### config.mk
export PLATFORM = sky130hd
export DESIGN_NAME = sync_updown_counter
export DESIGN_NICKNAME = d
export VERILOG_FILES = /design/src/rtl/sync_updown_counter.sv
export SDC_FILE = /design/constraint.sdc
export NUM_CORES = 1
export LEC_CHECK = 0
export BUFFER_PORTS_ARGS = -buffer_cell sky130_fd_sc_hd__buf_2
export CAP_MARGIN = 20
export CORE_AREA = 3 3 40 42
export CTS_BUF_LIST = sky130_fd_sc_hd__clkbuf_4 sky130_fd_sc_hd__clkbuf_8
export CTS_CLUSTER_DIAMETER = 120
export DETAILED_ROUTE_END_ITERATION = 8
export DIE_AREA = 0 0 43 45
export PLACE_DENSITY = 0.53
export SETUP_SLACK_MARGIN = 0.02
export SLEW_MARGIN = 20
export SYNTH_ARGS = -nofsm -noshare
export SYNTH_HDL_FRONTEND = slang
export SYNTH_SLANG_ARGS = --single-unit
### constraint.sdc
create_clock -name clk -period 1.6 [get_ports clk]
set_input_delay 0.32 -clock clk [delete_from_list [all_inputs] [get_ports clk]]
set_output_delay 0.32 -clock clk [all_outputs]
set_load 0.05 [all_outputs]
### src/rtl/sync_updown_counter.sv
// Synchronous modulo-MOD up/down counter with load clamp, terminal count and wrap pulse.
// Define SYNC_COUNTER_SATURATE_EN to saturate at the range limits instead of wrapping.
module sync_updown_counter #(
  parameter int WIDTH = 4,
  parameter int MOD   = 16
) (
  input  logic             clk,
  input  logic             reset_n,
  input  logic             en,
  input  logic             up,
  input  logic             load,
  input  logic [WIDTH-1:0] load_val,
  output logic [WIDTH-1:0] q,
  output logic             tc,
  output logic             wrap,
  output logic             load_err,
  output logic             zero
);

  localparam logic [WIDTH-1:0] MAX_VAL  = WIDTH'(MOD - 1);
  localparam logic [WIDTH-1:0] ZERO_VAL = '0;
  localparam logic [WIDTH-1:0] ONE_VAL  = WIDTH'(1);

  logic [WIDTH-1:0] count_q, count_d;
  logic             wrap_q, wrap_d;
  logic             load_err_q, load_err_d;

  // Next-state: load beats count beats hold; counts past either limit wrap or saturate
  always_comb begin
    count_d    = count_q;
    wrap_d     = 1'b0;
    load_err_d = 1'b0;
    if (load) begin
      if (load_val > MAX_VAL) begin
        count_d    = MAX_VAL;
        load_err_d = 1'b1;
      end else begin
        count_d    = load_val;
      end
    end else if (en) begin
      if (up) begin
        // Values above MAX_VAL can only come from corruption; treat them as terminal
        if (count_q >= MAX_VAL) begin
`ifdef SYNC_COUNTER_SATURATE_EN
          count_d = MAX_VAL;
`else
          count_d = ZERO_VAL;
          wrap_d  = 1'b1;
`endif
        end else begin
          count_d = count_q + ONE_VAL;
        end
      end else begin
        if (count_q == ZERO_VAL) begin
`ifdef SYNC_COUNTER_SATURATE_EN
          count_d = ZERO_VAL;
`else
          count_d = MAX_VAL;
          wrap_d  = 1'b1;
`endif
        end else if (count_q > MAX_VAL) begin
          count_d = MAX_VAL;
`ifdef SYNC_COUNTER_SATURATE_EN
          wrap_d  = 1'b0;
`else
          wrap_d  = 1'b1;
`endif
        end else begin
          count_d = count_q - ONE_VAL;
        end
      end
    end else begin
      count_d = count_q;
    end
  end

  // State and pulse registers
  always_ff @(posedge clk or negedge reset_n) begin
    if (!reset_n) begin
      count_q    <= '0;
      wrap_q     <= 1'b0;
      load_err_q <= 1'b0;
    end else begin
      count_q    <= count_d;
      wrap_q     <= wrap_d;
      load_err_q <= load_err_d;
    end
  end

  assign q        = count_q;
  assign wrap     = wrap_q;
  assign load_err = load_err_q;
  assign zero     = (count_q == ZERO_VAL);
  assign tc       = en & ~load & ((up & (count_q == MAX_VAL)) | (~up & (count_q == ZERO_VAL)));

endmodule

* Word level (Yosys, flattened, before mapping)
Cells that the tools add are included.
** Operators by class
- $add $sub $neg :: 2
- $lt $le $gt $ge :: 3
- Equal/unequal tests :: 1
- Mux-type cells :: 15
- Bitwise gates (word level) :: 7
- Reductions and logical operators :: 2
** Operator list (count)
- $mux W4 :: 7
- $gt A4 B4 Y1 const B :: 2
- $mux W1 :: 8
- $add A4 B1 Y4 const B :: 1
- $and A1 B1 Y1 :: 4
- $eq A4 B4 Y1 const B :: 1
- $ge A4 B4 Y1 const B :: 1
- $logic_not A4 Y1 :: 1
- $sub A4 B1 Y4 const B :: 1
- $not A1 Y1 :: 2
- $reduce_bool A2 Y1 :: 1
- $or A1 B1 Y1 :: 1
** Storage, ports and cells
- Bits in registers :: 6
- Output and inout port bits :: 8

* Depth between registers and ports, before layout
Gate-level depths: netlist of the first run.
- Word-level depth :: 6
- Depth in mapped cells :: 6
- Mapped depth without buffers :: 6

* Worst setup path after synthesis of the first run
No wires, ideal clock.
- Path type :: register -> output
- From :: reg count_q[0], in the netlist q[0]
- To :: out tc
- Data arrival time :: 3150 ps
- Data required time :: 1280 ps
- Setup slack :: -1870 ps
- Stages on the path, launching flop included :: 6
- Path through :: dfrtp_1 > inv_1 > ha_1 > nor3b_1 > nand2b_1 > a21oi_1
** On the way
- Longest elaborated chain between the ends :: 4
- Elaborated cells between the ends (all ways) :: 6
- Those cells by class :: 1 x eq/ne; 4 x bitwise; 1 x reduce/logical
** RTL lines
- start, declared :: line 24 : logic [WIDTH-1:0] count_q, count_d;
- start signal, assigned :: line 84 : count_q <= count_d;
- $logic_not A4 Y1
- via zero :: line 17 : output logic zero
- $and A1 B1 Y1 :: line 94 : assign tc = en & ~load & ((up & (count_q == MAX_VAL)) | (~up & (count_q == ZERO_VAL)));
- $or A1 B1 Y1 :: line 94
- $and A1 B1 Y1 :: line 94
- end, declared :: line 14 : output logic tc,
The timed path passes the listed nets, and every way through them passes these cells.

* Final worst setup path of the first run
- From :: reg count_q[0], in the netlist q[0]
- To :: out tc
** On the way
- Longest elaborated chain between the ends :: 4
- Elaborated cells between the ends (all ways) :: 6
- Those cells by class :: 1 x eq/ne; 4 x bitwise; 1 x reduce/logical
** RTL lines (line)
- $eq A4 B4 Y1 / $logic_not A4 Y1 (equally long branches) :: 94
- $and A1 B1 Y1 :: 94
- $or A1 B1 Y1 (*) :: 94
- $and A1 B1 Y1 (*) :: 94
Every way passes the cells marked *; elsewhere a longest branch is shown, timed or not.

==> results.json, run 1 <==
{
  "hp-class": "input port to flip-flop",
  "cts_buffer_depth": 2,
  "dpl.cell_count": 77,
  "p_sw_uw": 236,
  "setup_violations": 2,
  "layout_commonest_cell": "buf_2",
  "yosys.area_share.simple": 0.173,
  "grt_antenna_before_repair": 0,
  "syn-num-nets": 52,
  "synth-adder-area-share": 0.0680,
  "grt_usage": 0.120,
  "vias": 403,
  "start_util": 0.286,
  "ys_types": 21,
  "failed_checks": "negative setup slack",
  "clock-sinks": 5,
  "yosys_warnings": 0,
  "fmax_mhz": 562,
  "clock_latency_ns": 0.24,
  "port_buffers": 15,
  "place_area_um2": 548,
  "min-delay-start": "load_val[0]",
  "swShare": 0.378,
  "insertedDiodeCount": 0,
  "place_congestion": 0.640,
  "critPathSlowestCell": "dfrtp_2",
  "coreArea_um2": 1280,
  "post-route-period-util": 1.11,
  "fin_area_um2": 634,
  "dieWidth_um": 43,
  "wl_per_cell_um": 10.8,
  "min_to": "q[0]$_DFFE_PN0P_",
  "cp-end-kind": "primary output",
  "worst_ep_arrival_time_ns": 1.46,
  "cts_tree": "built",
  "stdcell_count": 87,
  "root_buffer": "clkbuf_4",
  "setup_ws_ns": -0.179,
  "power.internal_uw": 388,
  "timing.rr.start": "q[0]$_DFFE_PN0P_",
  "clock_skew_ns": 0.00118,
  "drt_wl_total_um": 942,
  "area_delta_synth_final_pct": 72.4,
  "slowest_delay_ns": 0.41,
  "syn_area_um2": 368,
  "slew_violations": 0,
  "dr.pass1.iters": 2,
  "cts_max_level": 1,
  "layout_common_cells": "14 x buf_2, 13 x buf_4, 4 x o21ai_0, 4 x clkbuf_4",
  "crit_chain": "inv_2 -> ha_4 -> nor3b_4 -> nand2b_1 -> a21oi_4 -> buf_6",
  "synth_seq_area_share": 0.340,
  "cts_buffers": 3,
  "synthCells": 41,
  "grt_max_degree": 9,
  "syn_area_per_cell_um2": 8.97,
  "cp_top_family": "flip-flops",
  "synth_compound_area_frac": 0.177,
  "grt_pass1_vias": 400,
  "final_util": 0.494,
  "reg2reg_depth": 6,
  "dp_slack_ns": -0.0418,
  "grt_pass1_wl_um": 1670,
  "drive_above_1_share": 0.611,
  "io_pins": 17,
  "ys_ff_latch": 5,
  "fin_crit_ns": 1.78,
  "status": "finished with violations",
  "fin_hold_ws_ns": 0.285,
  "p_per_area_nw_per_um2": 984,
  "cp_num_buf_inv": 2,
  "clockPowerShare": 0.262,
  "rsz0062_at_grt": "true",
  "synth_xor_area_frac": 0.0714,
  "clk_pin_slew_worst_paths_ns": 0.04,
  "pwr-share-seq": 0.263,
  "rows": 13,
  "worst-setup-path-type": "flip-flop to primary output",
  "vias_per_cell": 4.63,
  "power_leakage_nw": 0.301,
  "synth.area.mux_share": 0.0986,
  "remaining_drc_errors": 0,
  "regToRegEndpoint": "q[2]$_DFFE_PN0P_",
  "grt-ovfl-total": 0,
  "die_height_um": 45,
  "initialDrtViolationCount": 2,
  "dieArea_um2": 1940,
  "synth_top_family_by_area": "compound AO/OA/AOI/OAI gates",
  "drv_cap": 0,
  "startpoint": "q[0]$_DFFE_PN0P_",
  "cp_data_required_time_ns": 1.28,
  "ant_nets": 0,
  "fin_nets": 84,
  "ir_drop_mv": 0.502,
  "rrSetupSlack_ns": 0.09,
  "hold_viol": 0,
  "min_path_cells": 3,
  "pwr-share-comb": 0.475,
  "dp_hpwl_um": 727,
  "cp-start-kind": "flip-flop",
  "crit_fanout": 3
}
[logic make-up after synthesis]
family	Yosys count
other	1
AO/OA/AOI/OAI	11
adder cells (fa/ha/maj)	2
XOR/XNOR	3
AND/OR/NAND/NOR	11
multiplexers	3
buffers and inverters	5
flip-flops	5
[tightest hold or removal path: stages]
cell,delay (ns)
buf_2,0.07
nand2_1,0.03
o21ai_0,0.06
[registers in the layout, summed over array words and instances, names as in the netlist]
signal and count:
wrap 1, q 4
[routing by layer]
layer | global-route usage | up-vias | routed length, um
li1 | - | 203 | -
met1 | 0.132 | 187 | 411
met2 | 0.204 | 13 | 461
met3 | 0.0478 | 0 | 69
met4 | 0.0542 | 0 | 0
met5 | 0 | - | 0
[cell type report]
class                           instances  area, um2
Fill cell                             128        651
Multi-Input combinational cell         31        258
Timing Repair Buffer                   29        189
Sequential cell                         5        128
Clock buffer                            4       30.0
Tap cell                               15       18.8
Inverter                                3       11.3
[power groups by stage]
stage | Clock [mW] | Combinational [mW] | Sequential (mW)
2_1_floorplan | 0 | 0.122 | 0.228
3_3_place_gp | 0 | 0.274 | 0.166
3_5_place_dp | 0 | 0.274 | 0.166
4_1_cts | 0.171 | 0.297 | 0.164
5_1_grt | 0.180 | 0.320 | 0.169
6_report | 0.164 | 0.296 | 0.164
[how the worst max path moves through the flow]
| stage | endpoint | slack, ns | cells past startpoint |
|---|---|---|---|
| 2_1_floorplan | tc | -0.60 | 5 |
| 3_3_place_gp | tc | -0.02 | 6 |
| 3_5_place_dp | tc | -0.04 | 6 |
| 4_1_cts | tc | -0.18 | 6 |
| 5_1_grt | tc | -0.30 | 6 |
| 6_report | tc | -0.18 | 6 |
[synthesized netlist by cell type]
cell type	count	area (um2)
o311a_2	1	11.3
o21ai_0	4	20.0
nand2_2	1	6.26
clkbuf_1	1	3.75
dfrtp_1	5	125
nand4_1	2	12.5
o31ai_1	1	7.51
ha_1	2	25.0
nor2_1	1	3.75
a31oi_1	1	6.26
inv_1	3	11.3
conb_1	1	3.75
a21oi_1	4	20.0
buf_4	1	7.51
nand2b_1	3	18.8
mux2_4	1	15.0
nand2_1	2	7.51
nor3b_1	2	15.0
mux2i_1	1	10.0
mux2_2	1	11.3
xnor2_1	3	26.3
[metrics by stage]
stage / power, mW / TNS, ns
floorplan: 0.350 / -0.738
global placement: 0.440 / -0.0244
detailed placement: 0.441 / -0.0418
CTS: 0.632 / -0.229
global route: 0.669 / -0.412
finish: 0.624 / -0.214
[what timing repair did]
| item | in CTS | in global routing |
|---|---|---|
| pin swaps | 3 | 0 |
| setup buffers | 5 | 0 |
| endpoints found under the hold margin | 5 | 0 |
| setup endpoints to repair | 2 | 2 |
| gates resized for setup | 3 | 0 |
| gates cloned | 0 | 0 |
| hold buffers | 1 | 0 |
(Power assumes the default switching activity.)
==> run 2: changes to the inputs <==
CORE_AREA = 2 2 39 41   (was 3 3 40 42)
CTS_CLUSTER_DIAMETER = unset   (was 120)
DIE_AREA = 0 0 41 43   (was 0 0 43 45)
==> run 2 against run 1 <==
Compared with the run above:
- the run still ends with negative setup slack left
- largest power group unchanged
- highest routed layer unchanged
- fmax increased by 0.74%
- critical path depth is the same
- count of clock-buffer cells in the layout unchanged
- clock power barely moved
- die area shrank 8.9%
==> results.json, run 2 (same netlist as run 1, synthesis figures left out) <==
{
  "clock-sinks": 5,
  "grt_max_degree": 9,
  "cts_tree": "built",
  "drv_cap": 0,
  "clock_latency_ns": 0.25,
  "start_util": 0.266,
  "grt_antenna_before_repair": 0,
  "hold_viol": 0,
  "dr.pass1.iters": 4,
  "dp_slack_ns": -0.0364,
  "clk_pin_slew_worst_paths_ns": 0.04,
  "rows": 14,
  "largest_reg_flops": 4,
  "failed_checks": "negative setup slack",
  "power_leakage_nw": 0.301,
  "layout_common_cells": "14 x buf_2, 13 x buf_4, 4 x o21ai_0, 4 x clkbuf_4",
  "port_buffers": 15,
  "drt_wl_total_um": 899,
  "drive_above_1_share": 0.611,
  "ir_drop_mv": 0.484,
  "dp_hpwl_um": 728,
  "place_congestion": 0.696,
  "cp-start-kind": "flip-flop",
  "grt_pass1_wl_um": 1490,
  "vias_per_cell": 4.58,
  "cp_data_required_time_ns": 1.28,
  "grt_usage": 0.133,
  "clock_skew_ns": 0.00396,
  "root_buffer": "clkbuf_4",
  "cts_max_level": 1,
  "status": "finished with violations",
  "wl_per_cell_um": 10.2,
  "crit_fanout": 2,
  "setup_violations": 2,
  "cts_buffer_depth": 2,
  "insertedDiodeCount": 0,
  "area_delta_synth_final_pct": 72.8,
  "p_per_area_nw_per_um2": 986,
  "layout_commonest_cell": "buf_2",
  "worst_ep_arrival_time_ns": 1.45,
  "grt_pass1_vias": 392,
  "ant_nets": 0,
  "worst-setup-path-type": "flip-flop to primary output",
  "io_pins": 17,
  "seq_area_um2": 128,
  "rsz0062_at_grt": "true",
  "fin_hold_ws_ns": 0.283,
  "tns_ns": -0.194,
  "cp-end-kind": "primary output",
  "setup_ws_ns": -0.166,
  "slew_violations": 0,
  "post-route-period-util": 1.10,
  "hp-class": "input port to flip-flop",
  "dieArea_um2": 1760,
  "cts_buffers": 3,
  "fillers": 153,
  "fmax_mhz": 566,
  "grt-ovfl-total": 0,
  "dieWidth_um": 41,
  "fin_nets": 84,
  "multi_input_area_um2": 258,
  "fin_crit_ns": 1.77,
  "remaining_drc_errors": 0,
  "initialDrtViolationCount": 1,
  "coreArea_um2": 1380,
  "die_height_um": 43,
  "vias": 403
}
## run 2: worst max-delay path, stage by stage (launching register included)
cell      delay, ns
dfrtp_2        0.40
inv_2          0.08
ha_4           0.13
nor3b_4        0.17
nand2b_1       0.12
a21oi_4        0.14
buf_6          0.17
## run 2: path summary, 6_finish.rpt
kind / start / endpoint / slack (ns) / cells after the start
worst max-delay path: q[1]$_DFFE_PN0P_ / tc / -0.17 / 6
worst min-delay path: load_val[0] / q[0]$_DFFE_PN0P_ / 0.28 / 3
worst max register to register: q[0]$_DFFE_PN0P_ / q[2]$_DFFE_PN0P_ / 0.11 / 6
worst min register to register: q[0]$_DFFE_PN0P_ / q[0]$_DFFE_PN0P_ / 0.69 / 3
max in group asynchronous: reset_n / q[1]$_DFFE_PN0P_ / 1.04 / 2
min in group asynchronous: reset_n / wrap$_DFF_PN0_ / 0.41 / 2
## run 2: final cells by class
| class | count | area share |
|---|---|---|
| tap | 16 | 0.0315 |
| timing repair buffer | 29 | 0.297 |
| inverter | 3 | 0.0177 |
| multi-input combinational | 31 | 0.406 |
| clock buffer | 4 | 0.0472 |
| sequential | 5 | 0.201 |
## run 2: repair_timing
item,in CTS,in global routing
endpoints found under the setup margin,2,2
gates resized for setup,3,0
endpoints found under the hold margin,5,0
buffers inserted,2,0
pin swaps,2,0
hold buffers,1,0
## run 2: power by group
| part | leakage (nW) | switching [mW] | internal (mW) |
|---|---|---|---|
| Sequential | 0.0595 | 0.0210 | 0.144 |
| Combinational | 0.223 | 0.161 | 0.136 |
| Clock | 0.0184 | 0.0542 | 0.111 |
## run 2: layer usage
metal / routed length [um] / GRT usage / part of all wire
met1: 381 / 0.136 / 0.42
met2: 442 / 0.197 / 0.49
met3: 75 / 0.0942 / 0.083
met4: 0 / 0.0600 / 0
met5: 0 / 0 / 0
## run 2: per-stage QoR
stage | utilization | instances | total power [mW] | cell area, um2
floorplan | - | 41 | 0.350 | 405
global placement | 0.413 | 81 | 0.454 | 572
detailed placement | 0.413 | 81 | 0.456 | 572
CTS | 0.459 | 88 | 0.640 | 636
global route | 0.459 | 88 | 0.686 | 636
finish | 0.459 | 88 | 0.627 | 636
==> run 3: changes to the inputs <==
REMOVE_ABC_BUFFERS = 1   (was unset)
==> run 3 against run 2 <==
Compared with the run above:
- cell area increased by 5.1%
- sequential cell count is the same
- register-to-register slack lost 0.03 ns
- clock skew increased by 0.0011 ns
- the flow still finishes with violations (negative setup slack)
- total power rose by 5.3%
- sequential share of layout area is 1.4 points lower
- critical path depth decreased by 1
- cell count grew 1.1%
- core utilization increased by 2.4 points
- global-route usage down 0.53 points
- wire length grew 15%
- first-iteration DRC count rose to 7.0 times the previous value
==> results.json, run 3 (same netlist as run 1, synthesis figures left out) <==
{
  "rsz0062_at_grt": "true",
  "p_per_area_nw_per_um2": 988,
  "hold_viol": 0,
  "clock_latency_ns": 0.24,
  "grtUsageMet3": 0.0942,
  "drt_wl_total_um": 1040,
  "clock-sinks": 5,
  "fin_nets": 85,
  "cts_max_level": 1,
  "io_pins": 17,
  "post-route-period-util": 1.10,
  "dieArea_um2": 1760,
  "setup_ws_ns": -0.155,
  "dieWidth_um": 41,
  "min-delay-start": "load_val[0]",
  "cts_tree": "built",
  "grt_antenna_before_repair": 0,
  "fillers": 139,
  "insertedDiodeCount": 0,
  "crit_fanout": 5,
  "wl_per_cell_um": 11.7,
  "tns_ns": -0.160,
  "min_to": "q[0]$_DFFE_PN0P_",
  "dp_hpwl_um": 713,
  "die_height_um": 43,
  "regToRegEndpoint": "q[2]$_DFFE_PN0P_",
  "grt_pass1_vias": 369,
  "reg2reg_depth": 6,
  "cp-end-kind": "primary output",
  "cp-start-kind": "flip-flop",
  "ant_nets": 0,
  "fin_hold_ws_ns": 0.285,
  "cts_buffer_depth": 2,
  "place_congestion": 0.657,
  "cts_buffers": 3,
  "fmax_mhz": 570,
  "hp-class": "input port to flip-flop",
  "power_leakage_nw": 0.319,
  "worst-setup-path-type": "flip-flop to primary output",
  "grt-ovfl-total": 0,
  "drive_above_1_share": 0.589,
  "vias_per_cell": 4.66,
  "area_delta_synth_final_pct": 81.6,
  "root_buffer": "clkbuf_4",
  "port_buffers": 15,
  "cp_data_required_time_ns": 1.28,
  "grtUsageMet1": 0.122,
  "failed_checks": "negative setup slack",
  "ir_drop_mv": 0.605,
  "slew_violations": 0,
  "grt_pass1_wl_um": 1460,
  "rrSetupSlack_ns": 0.08,
  "status": "finished with violations",
  "final_util": 0.483,
  "layout_common_cells": "13 x buf_2, 13 x buf_4, 5 x dfrtp_1",
  "start_util": 0.266,
  "clock_skew_ns": 0.00505,
  "rows": 14,
  "remaining_drc_errors": 0,
  "worst_ep_arrival_time_ns": 1.44,
  "busiest_layer": "met2",
  "drv_cap": 0,
  "largest_reg_flops": 4,
  "timing.rr.start": "q[0]$_DFFE_PN0P_",
  "vias": 415,
  "dr.pass1.iters": 4,
  "min_path_cells": 3,
  "total_power_uw": 660,
  "grt_util_met2": 0.222,
  "setup_violations": 2,
  "coreArea_um2": 1380,
  "grt_usage": 0.128,
  "grt_max_degree": 9,
  "fin_crit_ns": 1.76,
  "initialDrtViolationCount": 7,
  "clk_pin_slew_worst_paths_ns": 0.04
}
[run 3: cell types whose count changed in the layout (fill, tap and decap cells not counted), sizes merged]
| cell | change |
|---|---|
| buf | +1 |
[run 3: what timing repair did]
item,in CTS,in global routing
resized for setup,10,6
hold buffers,1,0
pin swaps,1,3
hold endpoints to repair,5,0
setup endpoints to repair,2,3
setup buffers,6,4
[run 3: worst max-delay path, cell delays in order (launching register included)]
cell     delay [ns]
dfrtp_1        0.36
buf_4          0.14
ha_1           0.19
nand4_1        0.16
a21oi_2        0.18
buf_6          0.17
[run 3: cell type report]
cell class / count / area (um2) / area share
clock buffer: 4 / 30.0 / 0.0449
sequential: 5 / 125 / 0.187
inverter: 3 / 11.3 / 0.0169
multi-input combinational: 31 / 272 / 0.406
tap: 16 / 20.0 / 0.0300
timing repair buffer: 30 / 210 / 0.315
[run 3: layer usage]
layer / vias up / wire (um)
met5: - / 0
met4: 0 / 0
met3: 0 / 98
met2: 22 / 555
met1: 187 / 383
li1: 206 / -
[run 3: where the power goes]
| part | internal, mW | switching (mW) |
|---|---|---|
| Combinational | 0.155 | 0.185 |
| Sequential | 0.143 | 0.0150 |
| Clock | 0.111 | 0.0503 |
[run 3: how the worst max path moves through the flow]
stage,from,end,cells past startpoint
2_1_floorplan,q[0]$_DFFE_PN0P_,tc,5
3_3_place_gp,q[1]$_DFFE_PN0P_,tc,6
3_5_place_dp,q[1]$_DFFE_PN0P_,tc,6
4_1_cts,q[0]$_DFFE_PN0P_,tc,6
5_1_grt,q[0]$_DFFE_PN0P_,tc,5
6_report,q[1]$_DFFE_PN0P_,tc,5
[run 3: per-stage QoR]
stage | setup WS, ns | std cells | area (um2)
after floorplan | -1.87 | 39 | 357
after global placement | -0.0461 | 78 | 512
after detailed placement | -0.0541 | 78 | 512
after CTS | -0.176 | 88 | 626
after global routing | -0.256 | 89 | 668
final | -0.155 | 89 | 668
